### config.mk
export PLATFORM = sky130hd
export DESIGN_NAME = classifier_mc
export DESIGN_NICKNAME = d
export VERILOG_FILES = /design/src/rtl/classifier_mc.sv
export SDC_FILE = /design/constraint.sdc
export NUM_CORES = 1
export LEC_CHECK = 0
export BUFFER_PORTS_ARGS = -buffer_cell sky130_fd_sc_hd__buf_2
export CAP_MARGIN = 15
export CORE_MARGIN = 10
export CORE_UTILIZATION = 54
export CTS_CLUSTER_SIZE = 10
export DETAILED_ROUTE_END_ITERATION = 10
export HOLD_SLACK_MARGIN = 0.15
export PLACE_DENSITY = 0.78
export SLEW_MARGIN = 20
export SYNTH_ARGS = -nofsm -noshare
export SYNTH_HDL_FRONTEND = slang
export SYNTH_SLANG_ARGS = --single-unit
### constraint.sdc
create_clock -name clk -period 6.3 [get_ports clk]
set_input_delay 0.63 -clock clk [delete_from_list [all_inputs] [get_ports clk]]
set_output_delay 0.63 -clock clk [all_outputs]
set_load 0.05 [all_outputs]
### src/rtl/classifier_mc.sv
`default_nettype none
// +----------------------------------------------------------------------------+
// | Module   : classifier_mc                                                   |
// | Purpose  : Multi-channel C/B/A event classifier with per-channel           |
// |            excitability integrator, A confirmation, refractory timer,      |
// |            B timeout, change strobes and a registered any-A flag.          |
// | Revision : 1.0  initial release                                            |
// +----------------------------------------------------------------------------+
module classifier_mc #(
  parameter int NUM_CH        = 4,
  parameter int EXC_W         = 12,
  parameter int EXC_INC       = 100,
  parameter int EXC_MAX       = 1000,
  parameter int CONFIRM_A     = 4,
  parameter int DECAY_PERIOD  = 16000,
  parameter int DECAY_MODE    = 0,
  parameter int REFRACT_TICKS = 20000,
  parameter int CNT_W         = 16
) (
  input  logic                clk,
  input  logic                rst_n,
  input  logic                sample_en,
  input  logic [NUM_CH-1:0]   det_in,
  input  logic [7:0]          thr_a_in,
  input  logic [7:0]          thr_b_in,
  input  logic [15:0]         timeout_in,
  output logic [2*NUM_CH-1:0] event_out,
  output logic [NUM_CH-1:0]   event_chg,
  output logic                any_a
);

  // Threshold arithmetic width: 8-bit count times EXC_INC never truncates.
  localparam int TW     = EXC_W + 8;
  localparam int CONF_W = $clog2(CONFIRM_A + 1);
  localparam int QW     = (CNT_W > 16) ? CNT_W : 16;

  localparam logic [EXC_W-1:0]  C_INC        = EXC_W'(EXC_INC);
  localparam logic [EXC_W-1:0]  C_MAX        = EXC_W'(EXC_MAX);
  localparam logic [TW-1:0]     C_INC_T      = TW'(EXC_INC);
  localparam logic [TW-1:0]     C_MAX_T      = TW'(EXC_MAX);
  localparam logic [CNT_W-1:0]  C_CNT_MAX    = {CNT_W{1'b1}};
  localparam logic [CNT_W-1:0]  C_DECAY_LAST = CNT_W'(DECAY_PERIOD - 1);
  localparam logic [CNT_W-1:0]  C_REFR       = CNT_W'(REFRACT_TICKS);
  localparam logic [CONF_W-1:0] C_CONF       = CONF_W'(CONFIRM_A);
  localparam logic [CONF_W-1:0] C_CONF_M1    = CONF_W'(CONFIRM_A - 1);

  typedef enum logic [1:0] {
    ST_C = 2'b00,
    ST_B = 2'b01,
    ST_A = 2'b10
  } state_t;

  logic [TW-1:0]     ta_w;
  logic [TW-1:0]     tb_w;
  logic [NUM_CH-1:0] a_next_w;
  logic              any_a_q;

  assign ta_w  = TW'(thr_a_in) * C_INC_T;
  assign tb_w  = TW'(thr_b_in) * C_INC_T;
  assign any_a = any_a_q;

  // Any-A flag follows the post-update channel states, aligned with event_out.
  always_ff @(posedge clk) begin
    if (!rst_n) any_a_q <= 1'b0;
    else        any_a_q <= |a_next_w;
  end

  for (genvar i = 0; i < NUM_CH; i++) begin : g_ch
    state_t            state_q, state_d;
    logic [EXC_W-1:0]  exc_q, exc_d;
    logic [CONF_W-1:0] conf_q, conf_d;
    logic [CNT_W-1:0]  quiet_q, quiet_d;
    logic [CNT_W-1:0]  decay_q, decay_d;
    logic [CNT_W-1:0]  refr_q, refr_d;
    logic              chg_q, chg_d;
    logic [TW-1:0]     exc_ext_w;
    logic [TW-1:0]     sum_w;
    logic              a_ok_w, b_ok_w;

    // Classification always looks at the pre-update excitability.
    assign exc_ext_w = TW'(exc_q);
    assign sum_w     = exc_ext_w + C_INC_T;
    assign a_ok_w    = (thr_a_in != 8'd0) && (exc_ext_w >= ta_w);
    assign b_ok_w    = (thr_b_in != 8'd0) && (exc_ext_w >= tb_w);

    // Next-state: integrator, confirmation, refractory and C/B/A transitions.
    always_comb begin
      state_d = state_q;
      exc_d   = exc_q;
      conf_d  = conf_q;
      quiet_d = quiet_q;
      decay_d = decay_q;
      refr_d  = refr_q;
      chg_d   = 1'b0;
      if (sample_en) begin
        if (det_in[i]) begin
          exc_d   = (sum_w >= C_MAX_T) ? C_MAX : sum_w[EXC_W-1:0];
          quiet_d = '0;
          decay_d = '0;
        end else begin
          if (quiet_q != C_CNT_MAX) quiet_d = quiet_q + 1'b1;
          if (decay_q == C_DECAY_LAST) begin
            decay_d = '0;
            if (DECAY_MODE == 0) exc_d = '0;
            else                 exc_d = (exc_q > C_INC) ? (exc_q - C_INC) : '0;
          end else if (decay_q != C_CNT_MAX) begin
            decay_d = decay_q + 1'b1;
          end
        end

        if (a_ok_w) conf_d = (conf_q == C_CONF) ? conf_q : conf_q + 1'b1;
        else        conf_d = '0;

        if (refr_q != '0) refr_d = refr_q - 1'b1;

        if (a_ok_w && ((conf_q == C_CONF_M1) || (state_q == ST_A))) begin
          state_d = ST_A;
        end else if (state_q == ST_A) begin
          state_d = ST_C;
          refr_d  = C_REFR;
        end else if ((state_q == ST_B) && (timeout_in != 16'd0) &&
                     (QW'(quiet_q) >= QW'(timeout_in))) begin
          state_d = ST_C;
          exc_d   = '0;
        end else if ((state_q == ST_C) && b_ok_w && (refr_q == '0)) begin
          state_d = ST_B;
        end else if ((state_q == ST_B) && !b_ok_w) begin
          state_d = ST_C;
        end

        chg_d = (state_d != state_q);
      end
    end

    // Per-channel state registers with synchronous active-low reset.
    always_ff @(posedge clk) begin
      if (!rst_n) begin
        state_q <= ST_C;
        exc_q   <= '0;
        conf_q  <= '0;
        quiet_q <= '0;
        decay_q <= '0;
        refr_q  <= '0;
        chg_q   <= 1'b0;
      end else begin
        state_q <= state_d;
        exc_q   <= exc_d;
        conf_q  <= conf_d;
        quiet_q <= quiet_d;
        decay_q <= decay_d;
        refr_q  <= refr_d;
        chg_q   <= chg_d;
      end
    end

    assign event_out[2*i +: 2] = state_q;
    assign event_chg[i]        = chg_q;
    assign a_next_w[i]         = (state_d == ST_A);
  end

endmodule
`default_nettype wire

Yosys cells after proc, flatten, opt, wreduce, memory -nomap -nowiden
Index checks and enable logic that the tools add are counted.
{ "totals": {"reg_bits": 265, "latchBits": 0, "ramBits": 0, "rom_bits": 0, "inputBits": 39, "output_inout_bits": 13, "word_cells": 276, "memories": 0} }
{ "classes": {"n_addsub": 20, "multipliers": 2, "n_div": 0, "n_lt_le_gt_ge": 16, "n_eq_ne": 40, "shifts": 0, "muxes": 92, "bitwise_logic": 0, "n_reduce_logical": 77} }
{ "op_table": {"columns": ["op", "count"], "rows": [
  ["$mux 16", 32],
  ["$mux 12", 24],
  ["$add 16x1->16 const B", 8],
  ["$ne 16x16->1 const B", 8],
  ["$ge 12x15->1", 8],
  ["$reduce_bool 16->1", 5],
  ["$eq 16x14->1 const B", 4],
  ["$ge 16x16->1", 4],
  ["$logic_not 16->1", 4],
  ["$sub 16x1->16 const B", 4],
  ["$mux 2", 28],
  ["$add 12x7->13 const B", 4],
  ["$ge 13x10->1 const B", 4],
  ["$logic_and 1x1->1", 32],
  ["$mul 8x5->13 const B", 2],
  ["$reduce_and 2->1", 13],
  ["$mux 3", 8],
  ["$eq 2x2->1 const B", 8],
  ["$reduce_bool 8->1", 2],
  ["$add 3x1->3 const B", 4],
  ["$eq 3x2->1 const B", 4],
  ["$eq 3x3->1 const B", 4],
  ["$reduce_bool 3->1", 4],
  ["$eq 2x1->1 const B", 4],
  ["other kinds (7)", 25]
]} }

Longest topological paths before layout
Gate-level depths: netlist of run 1.
{ "logic_depth": {"depth_word": 14, "ltp_mapped": 20, "depth_no_buf": 20} }

Worst setup path before layout of run 1
OpenSTA, ideal clock, no wires.
{ "synth_path": {"path_kind": "input to register", "startpoint": "in thr_a_in[2]", "endpoint": "reg g_ch[2].exc_q[7]", "setup_ns": 0.122, "arrival_time_ns": 4.619, "required_time_ns": 6.178, "setup_slack_ns": 1.559, "stages": 17, "n_path_buf": 0, "path_cell_list": "inv_1 -> ha_1 -> ha_1 -> fa_1 -> ha_1 -> o21ai_0 -> o21bai_1 -> a21oi_1 -> xor2_1 -> ha_1 -> and4_1 -> a221o_1 -> a31oi_1 -> nand2b_1 -> o21a_1 -> a21oi_2 -> a221o_1"} }
{ "synth_via": {"elab_chain_len": 5, "word_cells_on_any_way": 6, "cone_classes": "mul: 1; order compare: 1; mux: 1; reduce/logical: 3"} }
{ "synth_rtl": {"columns": ["item", "line", "text"], "rows": [
  ["from (decl)", "24", "input logic [7:0] thr_a_in,"],
  ["$mul 8x5->13", "58", "assign ta_w = TW'(thr_a_in) * C_INC_T;"],
  ["$ge 12x15->1", "83", "assign a_ok_w = (thr_a_in != 8'd0) && (exc_ext_w >= ta_w);"],
  ["$logic_and 1x1->1 *", "83", null],
  ["$logic_and 1x1->1 *", "116", "if (a_ok_w && ((conf_q == C_CONF_M1) || (state_q == ST_A))) begin"],
  ["$mux 12 *", "116", null],
  ["to (signal assigned)", "139", "exc_q <= '0;"],
  ["to (signal assigned)", "147", "exc_q <= exc_d;"],
  ["to (decl)", "70", "logic [EXC_W-1:0] exc_q, exc_d;"]
]} }
Every way passes the cells marked *; elsewhere a longest branch is shown, timed or not.
A chain may end at the register's enable or synchronous reset.

Final worst setup path of run 1
{ "layout_path": {"startpoint": "in thr_a_in[2]", "endpoint": "reg g_ch[3].refr_q[6]"} }
{ "layout_via": {"elab_chain_len": 5, "word_cells_on_any_way": 6, "cone_classes": "mul: 1; order compare: 1; mux: 1; reduce/logical: 3"} }
{ "layout_rtl": {"columns": ["item", "line", "text"], "rows": [
  ["$mul 8x5->13", "58", null],
  ["$ge 12x15->1", "83", null],
  ["$logic_and 1x1->1 *", "83", null],
  ["$logic_and 1x1->1 *", "116", null],
  ["$mux 16 *", "116", null],
  ["to (signal assigned)", "151", "refr_q <= refr_d;"],
  ["to (decl)", "74", "logic [CNT_W-1:0] refr_q, refr_d;"]
]} }
Marks and branches as above.

==> impl_metrics.prom, run 1 <==
# TYPE chip_impl_metric gauge
chip_impl_metric{name="diodes",unit=""} 0
chip_impl_info{name="synth_most_common_cell",value="sky130_fd_sc_hd__dfxtp_1"} 1
chip_impl_info{name="synthFlopType",value="sky130_fd_sc_hd__dfxtp_1"} 1
chip_impl_metric{name="timing.clock.skew",unit="ps"} 14.1
chip_impl_metric{name="synth.net_count",unit=""} 2439
chip_impl_metric{name="max_slew_margin",unit="%"} 42.1
chip_impl_metric{name="die-height",unit="um"} 201
chip_impl_metric{name="gr_overflow_total",unit=""} 0
chip_impl_metric{name="postCtsSetupRepairBufs",unit=""} 0
chip_impl_info{name="synth_top_family_by_area",value="simple AND/OR/NAND/NOR gates"} 1
chip_impl_metric{name="final_routed_wire_length_divided_by_cell_count",unit="um"} 17.2
chip_impl_info{name="status",value="completed"} 1
chip_impl_metric{name="timing_max_transition_violations_final",unit=""} 0
chip_impl_metric{name="yosys.area_share.adder",unit="%"} 17.1
chip_impl_metric{name="worst-path-max-fanout",unit=""} 9
chip_impl_metric{name="vias",unit=""} 16000
chip_impl_metric{name="synth.yosys.warnings",unit=""} 0
chip_impl_metric{name="critPathMaxStageDelay",unit="ps"} 530
chip_impl_metric{name="wl_met3",unit="mm"} 2.85
chip_impl_metric{name="worst-slew-pin-transition",unit="ps"} 865
chip_impl_metric{name="synth_simple_gate_area_share",unit="%"} 22.6
chip_impl_metric{name="vdd.ir_drop.worst",unit="uV"} 223
chip_impl_metric{name="clk_pin_slew_worst_paths",unit="ps"} 50
chip_impl_metric{name="fill_cells",unit=""} 2871
chip_impl_metric{name="port_buffers",unit=""} 51
chip_impl_metric{name="total_cts_buffers",unit=""} 31
chip_impl_metric{name="nets",unit=""} 2478
chip_impl_metric{name="detailedRoute.firstIterationViolations",unit=""} 1042
chip_impl_metric{name="whs",unit="ps"} 426
chip_impl_metric{name="drv.max_cap_violation_count",unit=""} 0
chip_impl_metric{name="coreArea",unit="mm2"} 0.0325
chip_impl_metric{name="setup_slack_on_the_worst_flop_to_flop_path",unit="ps"} 3080
chip_impl_metric{name="power_density",unit="mW/mm2"} 283
chip_impl_metric{name="number_of_global_route_vias_before_repair",unit=""} 15400
chip_impl_metric{name="layout-area-overhead-vs-synth",unit="%"} 8.73
chip_impl_metric{name="multi_input_comb_area",unit="mm2"} 0.0118
chip_impl_metric{name="drc_errors",unit=""} 0
chip_impl_metric{name="dpl-instance-area",unit="mm2"} 0.0184
chip_impl_metric{name="fraction_of_synthesized_cell_area_taken_by_the_top_area_cell_type",unit="%"} 29.9
chip_impl_metric{name="finalCritPeriodShare",unit="%"} 81.8
chip_impl_metric{name="routedLengthMet1",unit="mm"} 20.5
chip_impl_metric{name="register_area",unit="mm2"} 0.00531
chip_impl_metric{name="worst_slack",unit="ps"} 1150
chip_impl_metric{name="finalHoldViolCount",unit=""} 0
chip_impl_metric{name="placement_rows",unit=""} 66
chip_impl_metric{name="post_route_cells_drive_above_1_share",unit="%"} 5.79
chip_impl_metric{name="netlist_instances",unit=""} 2164
chip_impl_metric{name="detail-route-antenna-nets",unit=""} 0
chip_impl_info{name="topRoutingLayerUsed",value="met4"} 1
chip_impl_metric{name="grt_first_pass_wirelength",unit="mm"} 75.8
chip_impl_info{name="crit_path_end_kind",value="flip-flop"} 1
chip_impl_metric{name="met2RoutedLength",unit="mm"} 20.9
chip_impl_metric{name="grt_antenna_before_repair",unit=""} 0
chip_impl_metric{name="setup_total_negative_slack",unit="ps"} 0
chip_impl_info{name="timing.critical_path.from_type",value="primary input"} 1
chip_impl_info{name="worstSetupPathType",value="in2reg"} 1
chip_impl_metric{name="start_util",unit="%"} 54.7
chip_impl_metric{name="cp_data_required_time",unit="ps"} 6720
chip_impl_metric{name="timing.fmax",unit="GHz"} 0.194
chip_impl_metric{name="synth-async-reset-ratio",unit="%"} 0
chip_impl_metric{name="synth-compound-area-share",unit="%"} 18.4
chip_impl_metric{name="yosys-mux-area-fraction",unit="%"} 0.938
chip_impl_metric{name="post-place-cells",unit=""} 2612
chip_impl_metric{name="hold_buffers",unit=""} 0
chip_impl_metric{name="detailedRoute.firstPassIterationCount",unit=""} 6
chip_impl_info{name="clock_tree_from_tritoncts",value="yes"} 1
chip_impl_metric{name="wirelength",unit="mm"} 45.6
chip_impl_metric{name="clock_insertion_delay_worst_skew",unit="ps"} 560
chip_impl_info{name="worstPathCellList",value="buf_2 > inv_1 > ha_1 > ha_1 > fa_1 > ha_1 > o21ai_0 > o21bai_1 > a21oi_1 > xor2_1 > ha_1 > and3_1 > a221o_1 > a31oi_1 > or3_1 > nand2_1 > o21ai_1 > nor2_1"} 1
chip_impl_metric{name="yosys.area_share.xor_xnor",unit="%"} 7.16
chip_impl_metric{name="pre_cts_ws",unit="ps"} 650
chip_impl_metric{name="cp_data_arrival_time",unit="ps"} 5570
chip_impl_metric{name="route.detailed.vias_per_inst",unit=""} 6.04
chip_impl_metric{name="netlist-cell-type-count",unit=""} 78
chip_impl_metric{name="layoutNonFillerInstCount",unit=""} 2651
chip_impl_metric{name="synth.yosys.seq_area_share",unit="%"} 29.9
chip_impl_metric{name="syn_avg_cell_area",unit="um2"} 8.20
chip_impl_metric{name="synthesized_area",unit="mm2"} 0.0177
chip_impl_metric{name="grt_use_total",unit="%"} 21.8
chip_impl_metric{name="grt_start_max_net_pins",unit=""} 47
chip_impl_metric{name="final.min_clock_period",unit="ps"} 5150
chip_impl_info{name="type_of_the_worst_min_delay_path",value="reg2reg"} 1
chip_impl_info{name="netlist_top_cells_area",value="sky130_fd_sc_hd__dfxtp_1 30%, sky130_fd_sc_hd__ha_1 16%, sky130_fd_sc_hd__nor2_1 5.2%, sky130_fd_sc_hd__xor2_1 4.0%, sky130_fd_sc_hd__a21oi_1 4.0%"} 1
chip_impl_metric{name="die_area",unit="mm2"} 0.0405
chip_impl_info{name="clock_tree.root_cell",value="sky130_fd_sc_hd__clkbuf_16"} 1
chip_impl_metric{name="cts_max_level",unit=""} 1
chip_impl_metric{name="place.detailed.hpwl",unit="mm"} 33.7
chip_impl_metric{name="clock-sinks",unit=""} 265
chip_impl_metric{name="die_x",unit="um"} 201
chip_impl_metric{name="post_cts.resized_instances",unit=""} 0
chip_impl_info{name="slowest_stage",value="sky130_fd_sc_hd__o21ai_1"} 1
chip_impl_info{name="grt_setup_unrepaired",value="false"} 1
chip_impl_info{name="synthTopCellsByCount",value="265 x sky130_fd_sc_hd__dfxtp_1, 245 x sky130_fd_sc_hd__nor2_1, 230 x sky130_fd_sc_hd__ha_1, 161 x sky130_fd_sc_hd__nand2_1, 140 x sky130_fd_sc_hd__a21oi_1"} 1
chip_impl_metric{name="cellLeakagePower",unit="nW"} 8.21
chip_impl_info{name="critical-path-top-cell-by-count",value="sky130_fd_sc_hd__ha_1"} 1
chip_impl_metric{name="synth-seq-cells",unit=""} 265
chip_impl_metric{name="finalCoreUtilization",unit="%"} 59.4
chip_impl_metric{name="finalSetupViolations",unit=""} 0
chip_impl_metric{name="fin_total_pwr",unit="mW"} 5.46
chip_impl_info{name="synth_top_area_cell",value="sky130_fd_sc_hd__dfxtp_1"} 1
chip_impl_metric{name="synth_enable_flop_cells",unit=""} 0
chip_impl_metric{name="post-route-cell-area",unit="mm2"} 0.0193
chip_impl_metric{name="place_congestion",unit=""} 0.894
chip_impl_metric{name="clockBufferDepth",unit=""} 3
chip_impl_metric{name="num_io_pins",unit=""} 52
## per-layer routing
layer  vias up  global-route usage (%)
li1       7886                       -
met3        88                    3.73
met4         0                    6.60
met5         -                       0
met2       455                    36.4
met1      7575                    28.1
## path summary, 6_finish.rpt
check | start | end | cells after the start
max reg2reg | g_ch[0].quiet_q[0] | any_a | 11
min | g_ch[1].exc_q[1] | g_ch[1].exc_q[1] | 2
max | thr_a_in[2] | g_ch[3].refr_q[6] | 18
min reg2reg | g_ch[1].exc_q[1] | g_ch[1].exc_q[1] | 2
## final cells by class
class | instances | area share [%]
clock inverters | 2 | 0.311
flip-flops and latches | 265 | 27.5
clock buffers | 37 | 4.19
inverters | 122 | 2.37
repair buffers | 63 | 1.79
multi-input cells | 1720 | 61.0
well taps | 442 | 2.87
## worst max-delay path: cells and delay by family
family | cells | cell delay (ps)
buffers and inverters | 2 | 350
and+or+nand+nor | 4 | 800
AOI/OAI and AO/OA | 6 | 1630
xor gates and xnor gates | 1 | 390
adders and majority gates | 5 | 1750
## flip-flops by register name (all words and copies together) (netlist names)
| name | count |
|---|---|
| any_a | 1 |
| g_ch.chg_q | 4 |
| g_ch.conf_q | 12 |
| g_ch.decay_q | 64 |
| g_ch.exc_q | 48 |
| g_ch.quiet_q | 64 |
| g_ch.refr_q | 64 |
| g_ch.state_q | 8 |
## kinds of logic (layout without fill, tap and decap cells)
kind of cell    Yosys count  after routing
compound gates          508            508
xor+xnor                145            145
fa+ha+maj               239            239
buf+inv                 179            224
flops                   265            265
mux                      16             16
simple gates            812            812
## power breakdown
group          switching [mW]  leakage [nW]  total [mW]  internal (mW)
Clock                   0.656         0.423        1.62          0.962
Combinational            1.06          5.64        1.79          0.736
Sequential              0.188          2.15        2.05           1.86
## layout by cell type, fill, tap and decap left out, types with 6 or more instances in the layout
cell type                   count
sky130_fd_sc_hd__a211o_1        7
sky130_fd_sc_hd__a211oi_1      17
sky130_fd_sc_hd__a21o_1        43
sky130_fd_sc_hd__a21oi_1      140
sky130_fd_sc_hd__a22o_1        23
sky130_fd_sc_hd__a311oi_1       9
sky130_fd_sc_hd__a31oi_1       15
sky130_fd_sc_hd__and2_1        19
sky130_fd_sc_hd__and3_1        40
sky130_fd_sc_hd__and4_1        12
sky130_fd_sc_hd__buf_2         51
sky130_fd_sc_hd__buf_4         12
sky130_fd_sc_hd__clkbuf_16     31
sky130_fd_sc_hd__dfxtp_1      265
sky130_fd_sc_hd__fa_1           6
sky130_fd_sc_hd__ha_1         230
sky130_fd_sc_hd__inv_1        122
sky130_fd_sc_hd__mux2i_1       11
sky130_fd_sc_hd__nand2_1      161
sky130_fd_sc_hd__nand2b_1      20
sky130_fd_sc_hd__nand3_1       78
sky130_fd_sc_hd__nand3b_1      11
sky130_fd_sc_hd__nand4_1       46
sky130_fd_sc_hd__nor2_1       245
sky130_fd_sc_hd__nor2b_1       23
sky130_fd_sc_hd__nor3_1        49
sky130_fd_sc_hd__nor4_1        29
sky130_fd_sc_hd__o211ai_1       9
sky130_fd_sc_hd__o21a_1        19
sky130_fd_sc_hd__o21ai_0      127
sky130_fd_sc_hd__o21ai_1        7
sky130_fd_sc_hd__o22ai_1        7
sky130_fd_sc_hd__o31ai_1       16
sky130_fd_sc_hd__o41ai_1        6
sky130_fd_sc_hd__or3_1         47
sky130_fd_sc_hd__or4_1          9
sky130_fd_sc_hd__xnor2_1       63
sky130_fd_sc_hd__xor2_1        82
Note: power is estimated with default switching activity, not from simulation.
==> inputs of run 2 (changes only) <==
ABC_AREA = 1   (was not set)
PLACE_DENSITY = 0.8   (was 0.78)
clock period = 4.36 ns   (was 6.3 ns; I/O delays follow)
==> impl_metrics.prom, run 2 <==
# TYPE chip_impl_metric gauge
chip_impl_metric{name="fill_cells",unit=""} 3088
chip_impl_metric{name="power_switching_share",unit="%"} 36.1
chip_impl_metric{name="drc_errors",unit=""} 0
chip_impl_metric{name="layout-area-overhead-vs-synth",unit="%"} 10.4
chip_impl_metric{name="yosys-mux-area-fraction",unit="%"} 0.0600
chip_impl_metric{name="place.detailed.hpwl",unit="mm"} 36.8
chip_impl_metric{name="power_density",unit="mW/mm2"} 394
chip_impl_metric{name="number_of_global_route_vias_before_repair",unit=""} 17300
chip_impl_info{name="slowest_stage",value="sky130_fd_sc_hd__fa_1"} 1
chip_impl_metric{name="clock_insertion_delay_worst_skew",unit="ps"} 530
chip_impl_metric{name="synth-seq-cells",unit=""} 265
chip_impl_metric{name="route.detailed.vias_per_inst",unit=""} 5.66
chip_impl_metric{name="number_of_buffer_and_inverter_stages_on_the_critical_path",unit=""} 6
chip_impl_info{name="synth_top_area_cell",value="sky130_fd_sc_hd__dfxtp_1"} 1
chip_impl_metric{name="synth_simple_gate_area_share",unit="%"} 26.8
chip_impl_metric{name="power.clock.fraction",unit="%"} 31.0
chip_impl_metric{name="clock-sinks",unit=""} 265
chip_impl_metric{name="yosys.area_share.xor_xnor",unit="%"} 3.73
chip_impl_metric{name="synth-compound-area-share",unit="%"} 16.0
chip_impl_info{name="cp_top_family",value="adder cells"} 1
chip_impl_metric{name="grt_antenna_before_repair",unit=""} 1
chip_impl_metric{name="synth.net_count",unit=""} 2933
chip_impl_metric{name="yosys.area_share.adder",unit="%"} 16.0
chip_impl_info{name="status",value="completed"} 1
chip_impl_metric{name="nets",unit=""} 3023
chip_impl_info{name="synthTopCellsByCount",value="483 x sky130_fd_sc_hd__nand2_1, 397 x sky130_fd_sc_hd__inv_1, 265 x sky130_fd_sc_hd__dfxtp_1, 230 x sky130_fd_sc_hd__ha_1, 221 x sky130_fd_sc_hd__nor2_1"} 1
chip_impl_info{name="layout.cells.most_common",value="sky130_fd_sc_hd__nand2_1"} 1
chip_impl_metric{name="die_area",unit="mm2"} 0.0426
chip_impl_metric{name="worst-path-max-fanout",unit=""} 6
chip_impl_metric{name="finalSetupViolations",unit=""} 0
chip_impl_metric{name="worst-slew-pin-transition",unit="ps"} 649
chip_impl_metric{name="detail-route-antenna-nets",unit=""} 0
chip_impl_metric{name="finalCritPeriodShare",unit="%"} 92.5
chip_impl_metric{name="setup_total_negative_slack",unit="ps"} 0
chip_impl_metric{name="synthesized_area",unit="mm2"} 0.0188
chip_impl_metric{name="synth-async-reset-ratio",unit="%"} 0
chip_impl_metric{name="worst_r2r_path_cells",unit=""} 13
chip_impl_info{name="crit_path_end_kind",value="flip-flop"} 1
chip_impl_metric{name="vias",unit=""} 18200
chip_impl_metric{name="drv.max_cap_violation_count",unit=""} 0
chip_impl_metric{name="die_x",unit="um"} 206
chip_impl_metric{name="netlist_instances",unit=""} 2658
chip_impl_metric{name="die-height",unit="um"} 206
chip_impl_metric{name="gr_overflow_total",unit=""} 0
chip_impl_metric{name="design_internal_power",unit="mW"} 5.21
chip_impl_info{name="timing.critical_path.from_type",value="primary input"} 1
chip_impl_metric{name="place_congestion",unit=""} 0.936
chip_impl_info{name="final_cell_mix",value="483 x sky130_fd_sc_hd__nand2_1, 397 x sky130_fd_sc_hd__inv_1, 265 x sky130_fd_sc_hd__dfxtp_1"} 1
chip_impl_info{name="clock_tree_from_tritoncts",value="yes"} 1
chip_impl_metric{name="timing.fmax",unit="GHz"} 0.248
chip_impl_metric{name="cp_data_required_time",unit="ps"} 4760
chip_impl_metric{name="number_of_cells_on_the_critical_path",unit=""} 26
chip_impl_metric{name="pwr-share-comb",unit="%"} 33.6
chip_impl_metric{name="critPathMaxStageDelay",unit="ps"} 490
chip_impl_metric{name="wirelength",unit="mm"} 49.3
chip_impl_metric{name="cp_data_arrival_time",unit="ps"} 4430
chip_impl_metric{name="netlist-cell-type-count",unit=""} 72
chip_impl_info{name="worstSetupPathType",value="in2reg"} 1
chip_impl_metric{name="grt_first_pass_wirelength",unit="mm"} 81.6
chip_impl_metric{name="final.min_clock_period",unit="ps"} 4030
chip_impl_metric{name="synth.yosys.seq_area_share",unit="%"} 28.3
chip_impl_metric{name="cellLeakagePower",unit="nW"} 9.59
chip_impl_metric{name="detailedRoute.firstIterationViolations",unit=""} 1258
chip_impl_metric{name="detailedRoute.firstPassIterationCount",unit=""} 6
chip_impl_metric{name="grt_use_total",unit="%"} 22.8
chip_impl_metric{name="multi_input_comb_area",unit="mm2"} 0.0118
chip_impl_metric{name="hold_buffers",unit=""} 0
chip_impl_metric{name="port_buffers",unit=""} 51
chip_impl_info{name="synthFlopType",value="sky130_fd_sc_hd__dfxtp_1"} 1
chip_impl_info{name="netlist_top_cells_area",value="sky130_fd_sc_hd__dfxtp_1 28%, sky130_fd_sc_hd__ha_1 15%, sky130_fd_sc_hd__nand2_1 9.7%, sky130_fd_sc_hd__inv_1 7.9%, sky130_fd_sc_hd__a21oi_1 5.7%"} 1
chip_impl_metric{name="synth.yosys.warnings",unit=""} 0
chip_impl_metric{name="clk_pin_slew_worst_paths",unit="ps"} 50
chip_impl_metric{name="grt_start_max_net_pins",unit=""} 45
chip_impl_metric{name="total_cts_buffers",unit=""} 34
chip_impl_metric{name="fraction_of_synthesized_cell_area_taken_by_the_top_area_cell_type",unit="%"} 28.3
chip_impl_metric{name="num_io_pins",unit=""} 52
chip_impl_metric{name="max_slew_margin",unit="%"} 56.6
chip_impl_metric{name="final_routed_wire_length_divided_by_cell_count",unit="um"} 15.3
chip_impl_metric{name="synth_enable_flop_cells",unit=""} 0
chip_impl_info{name="synth_most_common_cell",value="sky130_fd_sc_hd__nand2_1"} 1
chip_impl_metric{name="start_util",unit="%"} 54.5
chip_impl_info{name="critical-path-top-cell-by-count",value="sky130_fd_sc_hd__nand2_1"} 1
chip_impl_metric{name="cts_max_level",unit=""} 2
chip_impl_metric{name="power_frac_seq",unit="%"} 35.4
chip_impl_info{name="clock_tree.root_cell",value="sky130_fd_sc_hd__clkbuf_16"} 1
chip_impl_metric{name="vdd.ir_drop.worst",unit="uV"} 279
chip_impl_info{name="largest_registers",value="g_ch.decay_q: 64 flops, g_ch.quiet_q: 64 flops, g_ch.refr_q: 64 flops"} 1
chip_impl_metric{name="placement_rows",unit=""} 68
chip_impl_metric{name="fin_total_pwr",unit="mW"} 8.16
chip_impl_metric{name="finalHoldViolCount",unit=""} 0
chip_impl_metric{name="register_area",unit="mm2"} 0.00531
chip_impl_metric{name="timing_max_transition_violations_final",unit=""} 0
chip_impl_metric{name="syn_avg_cell_area",unit="um2"} 7.06
chip_impl_metric{name="clockBufferDepth",unit=""} 3
chip_impl_metric{name="timing.clock.skew",unit="ps"} 31.6
chip_impl_metric{name="power.switching",unit="mW"} 2.95
chip_impl_metric{name="hold_depth",unit=""} 3
chip_impl_info{name="type_of_the_worst_min_delay_path",value="in2reg"} 1
chip_impl_info{name="synth_top_family_by_area",value="simple AND/OR/NAND/NOR gates"} 1
chip_impl_metric{name="post_route_cells_drive_above_1_share",unit="%"} 8.44
chip_impl_metric{name="coreArea",unit="mm2"} 0.0345
==> run 2: per-layer routing <==
metal	up-vias	routed length [um]	GRT usage [%]
li1	9097	-	-
met1	8460	21100	27.8
met2	539	23200	39.3
met3	121	3300	3.76
met4	0	1670	9.02
met5	-	0	0
==> run 2: tightest hold or removal path: cells and delay by family <==
kind | cells | cell delay, ps
AO/OA/AOI/OAI | 1 | 160
buffers and inverters | 2 | 280
==> run 2: kinds of logic (layout without fill, tap and decap cells) <==
logic type | count (synthesis) | after routing
adder cells (fa/ha/maj) | 236 | 236
buffers and inverters | 448 | 552
other | 0 | 1
multiplexers | 1 | 1
XOR/XNOR | 80 | 80
AND/OR/NAND/NOR | 1103 | 1103
AO/OA/AOI/OAI | 525 | 525
flip-flops | 265 | 265
==> run 2: area by class of cell <==
type / instances / share of cell area (%)
Clock buffer: 45 / 4.55
Antenna cell: 1 / 0.0121
Inverter: 411 / 7.46
Multi-Input combinational cell: 1945 / 56.7
Tap cell: 455 / 2.75
Sequential cell: 265 / 25.6
Timing Repair Buffer: 91 / 2.80
Clock inverter: 5 / 0.139
==> run 2: power by group through the flow <==
stage	registers (mW)	logic, mW	clock network (mW)
finish	2.89	2.74	2.53
global route	2.92	3.12	2.67
CTS	2.89	2.71	2.57
detailed placement	2.93	2.68	0
global placement	2.92	2.59	0
floorplan	2.88	2.08	0
==> run 2: worst paths after layout <==
path / from / end / slack, ps
setup / recovery: thr_a_in[3] / g_ch[2].refr_q[3] / 330
hold / removal: rst_n / g_ch[0].exc_q[11] / 410
setup reg to reg: g_ch[1].decay_q[0] / g_ch[1].decay_q[10] / 1780
hold reg to reg: g_ch[3].exc_q[1] / g_ch[3].exc_q[1] / 450
==> run 2: through the flow <==
stage	instance area [um2]	hold slack, ps	std cells	util, %	setup slack, ps
detailed placement	19700	444	3167	57.3	-328
finish	20700	414	3218	60.2	328
global placement	19700	429	3167	57.3	-191
global route	20700	417	3218	60.2	-0.930
CTS	20700	397	3217	60.1	201
floorplan	18800	422	2658	-	233
==> run 2: repair_timing <==
action                                  CTS  global route
endpoints found under the setup margin    0             7
gates resized for setup                   0             2
buffers inserted                          0             0
==> inputs of run 3 (changes only) <==
CTS_BUF_LIST = sky130_fd_sc_hd__clkbuf_16   (was not set)
==> impl_metrics.prom, run 3 (same netlist as run 2, synthesis figures left out) <==
# TYPE chip_impl_metric gauge
chip_impl_info{name="layout.cells.most_common",value="sky130_fd_sc_hd__nand2_1"} 1
chip_impl_metric{name="fin_total_pwr",unit="mW"} 8.09
chip_impl_info{name="crit-reg2reg-capture",value="g_ch[1].decay_q[10]"} 1
chip_impl_metric{name="coreArea",unit="mm2"} 0.0345
chip_impl_metric{name="die-height",unit="um"} 206
chip_impl_info{name="worstSetupPathType",value="in2reg"} 1
chip_impl_metric{name="post_route_cells_drive_above_1_share",unit="%"} 8.33
chip_impl_metric{name="route.detailed.vias_per_inst",unit=""} 5.66
chip_impl_metric{name="place_congestion",unit=""} 0.936
chip_impl_metric{name="number_of_global_route_vias_before_repair",unit=""} 17300
chip_impl_metric{name="cts_max_level",unit=""} 2
chip_impl_info{name="crit_path_end_kind",value="flip-flop"} 1
chip_impl_info{name="largest_registers",value="g_ch.decay_q: 64 flops, g_ch.quiet_q: 64 flops, g_ch.refr_q: 64 flops"} 1
chip_impl_metric{name="grt_use_total",unit="%"} 22.8
chip_impl_metric{name="timing.clock.skew",unit="ps"} 32.3
chip_impl_info{name="status",value="completed"} 1
chip_impl_metric{name="die_x",unit="um"} 206
chip_impl_metric{name="grt_first_pass_wirelength",unit="mm"} 81.6
chip_impl_metric{name="worst-path-max-fanout",unit=""} 6
chip_impl_metric{name="detail-route-antenna-nets",unit=""} 0
chip_impl_metric{name="drc_errors",unit=""} 0
chip_impl_metric{name="die_area",unit="mm2"} 0.0426
chip_impl_metric{name="finalSetupViolations",unit=""} 0
chip_impl_metric{name="cellLeakagePower",unit="nW"} 9.60
chip_impl_metric{name="vdd.ir_drop.worst",unit="uV"} 280
chip_impl_metric{name="cp_data_required_time",unit="ps"} 4760
chip_impl_metric{name="num_io_pins",unit=""} 52
chip_impl_metric{name="fill_cells",unit=""} 3090
chip_impl_metric{name="wirelength",unit="mm"} 49.4
chip_impl_info{name="clock_tree_from_tritoncts",value="yes"} 1
chip_impl_metric{name="post-route-cell-area",unit="mm2"} 0.0207
chip_impl_metric{name="power_density",unit="mW/mm2"} 391
chip_impl_info{name="critical_path_origin",value="thr_a_in[3]"} 1
chip_impl_metric{name="vias",unit=""} 18200
chip_impl_metric{name="routedLengthMet1",unit="mm"} 21.2
chip_impl_metric{name="clock_insertion_delay_worst_skew",unit="ps"} 530
chip_impl_metric{name="wl_met3",unit="mm"} 3.26
chip_impl_info{name="critical-path-top-cell-by-count",value="sky130_fd_sc_hd__nand2_1"} 1
chip_impl_metric{name="layout-area-overhead-vs-synth",unit="%"} 10.3
chip_impl_metric{name="detailedRoute.firstPassIterationCount",unit=""} 8
chip_impl_metric{name="finalCritPeriodShare",unit="%"} 92.6
chip_impl_metric{name="detailedRoute.firstIterationViolations",unit=""} 1283
chip_impl_info{name="worst_r2r_startpoint",value="g_ch[1].decay_q[0]"} 1
chip_impl_metric{name="max_slew_margin",unit="%"} 54.2
chip_impl_info{name="topRoutingLayerUsed",value="met4"} 1
chip_impl_metric{name="worst_r2r_path_cells",unit=""} 13
chip_impl_info{name="type_of_the_worst_min_delay_path",value="in2reg"} 1
chip_impl_info{name="slowest_stage",value="sky130_fd_sc_hd__fa_1"} 1
chip_impl_metric{name="hold_buffers",unit=""} 0
chip_impl_metric{name="port_buffers",unit=""} 51
chip_impl_metric{name="timing.fmax",unit="GHz"} 0.248
chip_impl_metric{name="grt_antenna_before_repair",unit=""} 1
chip_impl_metric{name="finalHoldViolCount",unit=""} 0
chip_impl_metric{name="placement_rows",unit=""} 68
chip_impl_metric{name="final.min_clock_period",unit="ps"} 4040
chip_impl_info{name="timing.critical_path.from_type",value="primary input"} 1
chip_impl_info{name="final_cell_mix",value="483 x sky130_fd_sc_hd__nand2_1, 404 x sky130_fd_sc_hd__inv_1, 265 x sky130_fd_sc_hd__dfxtp_1"} 1
chip_impl_metric{name="dpl-instance-area",unit="mm2"} 0.0197
chip_impl_metric{name="met2RoutedLength",unit="mm"} 23.3
chip_impl_metric{name="critPathMaxStageDelay",unit="ps"} 490
chip_impl_metric{name="clock-sinks",unit=""} 265
chip_impl_metric{name="nets",unit=""} 3023
chip_impl_metric{name="setup_slack_on_the_worst_flop_to_flop_path",unit="ps"} 1780
chip_impl_info{name="whs_endpoint",value="g_ch[0].exc_q[11]"} 1
chip_impl_info{name="hp-start",value="rst_n"} 1
chip_impl_metric{name="setup_total_negative_slack",unit="ps"} 0
chip_impl_metric{name="final_routed_wire_length_divided_by_cell_count",unit="um"} 15.4
chip_impl_metric{name="total_cts_buffers",unit=""} 34
chip_impl_metric{name="drv.max_cap_violation_count",unit=""} 0
chip_impl_metric{name="worst-slew-pin-transition",unit="ps"} 687
chip_impl_metric{name="place.detailed.hpwl",unit="mm"} 36.8
chip_impl_metric{name="clockBufferDepth",unit=""} 3
chip_impl_metric{name="clk_pin_slew_worst_paths",unit="ps"} 50
chip_impl_info{name="clock_tree.root_cell",value="sky130_fd_sc_hd__clkbuf_16"} 1
chip_impl_metric{name="postCtsSetupRepairBufs",unit=""} 0
chip_impl_metric{name="grt_start_max_net_pins",unit=""} 45
chip_impl_metric{name="start_util",unit="%"} 54.5
chip_impl_metric{name="cp_data_arrival_time",unit="ps"} 4440
chip_impl_metric{name="timing_max_transition_violations_final",unit=""} 0
chip_impl_metric{name="gr_overflow_total",unit=""} 0
chip_impl_metric{name="hold_depth",unit=""} 3
==> run 3: cell count changes in the layout (fill, tap and decap cells not counted), sizes merged <==
| cell | change |
|---|---|
| inv | +7 |
| clkbuf | -10 |
| clkinv | +3 |
==> run 3: per-stage QoR <==
stage / hold slack, ps / instances / setup slack (ps) / util [%]
final: 408 / 3218 / 321 / 60.1
after global routing: 417 / 3218 / -0.930 / 60.1
after CTS: 397 / 3217 / 201 / 60.0
after detailed placement: 444 / 3167 / -328 / 57.3
after global placement: 429 / 3167 / -191 / 57.3
after floorplan: 422 / 2658 / 233 / -
==> run 3: where the power goes <==
group | total [mW] | internal (mW) | leakage, nW | switching (mW)
Clock | 2.46 | 1.43 | 0.493 | 1.03
Sequential | 2.89 | 2.67 | 2.15 | 0.224
Combinational | 2.74 | 1.05 | 6.96 | 1.70
Total | 8.09 | 5.14 | 9.60 | 2.95
==> run 3: repair_timing <==
item / CTS / global route
resized for setup: 0 / 2
hold endpoints to repair: 0 / 0
setup endpoints to repair: 0 / 7
==> run 3: worst max-delay path by stage <==
stage	endpoint	slack [ps]	cells after the start
floorplan	g_ch[2].refr_q[3]	230	25
global placement	g_ch[2].refr_q[3]	-190	26
detailed placement	g_ch[2].refr_q[3]	-330	26
CTS	g_ch[2].refr_q[3]	200	26
global route	g_ch[2].refr_q[2]	-0.9	26
finish	g_ch[2].refr_q[3]	320	26
==> run 3: worst max-delay path, delay by kind of cell <==
family	cells	cell delay [ps]
simple gates	12	1160
compound gates	2	380
xor+xnor	1	310
fa+ha+maj	5	1690
buf+inv	6	470
==> run 3: metal layers <==
layer / up-vias / global-route usage [%]
li1: 9090 / -
met1: 8509 / 27.8
met2: 507 / 39.3
met3: 114 / 3.76
met4: 0 / 9.02
met5: - / 0
==> run 3: layout make-up <==
type / instances / area [um2] / share of cell area (%)
Sequential cell: 265 / 5310 / 25.6
Timing Repair Buffer: 91 / 581 / 2.80
Clock buffer: 35 / 876 / 4.23
Multi-Input combinational cell: 1945 / 11800 / 56.8
Clock inverter: 15 / 66.3 / 0.320
Tap cell: 455 / 569 / 2.75
Antenna cell: 1 / 2.50 / 0.0121
Inverter: 411 / 1550 / 7.47
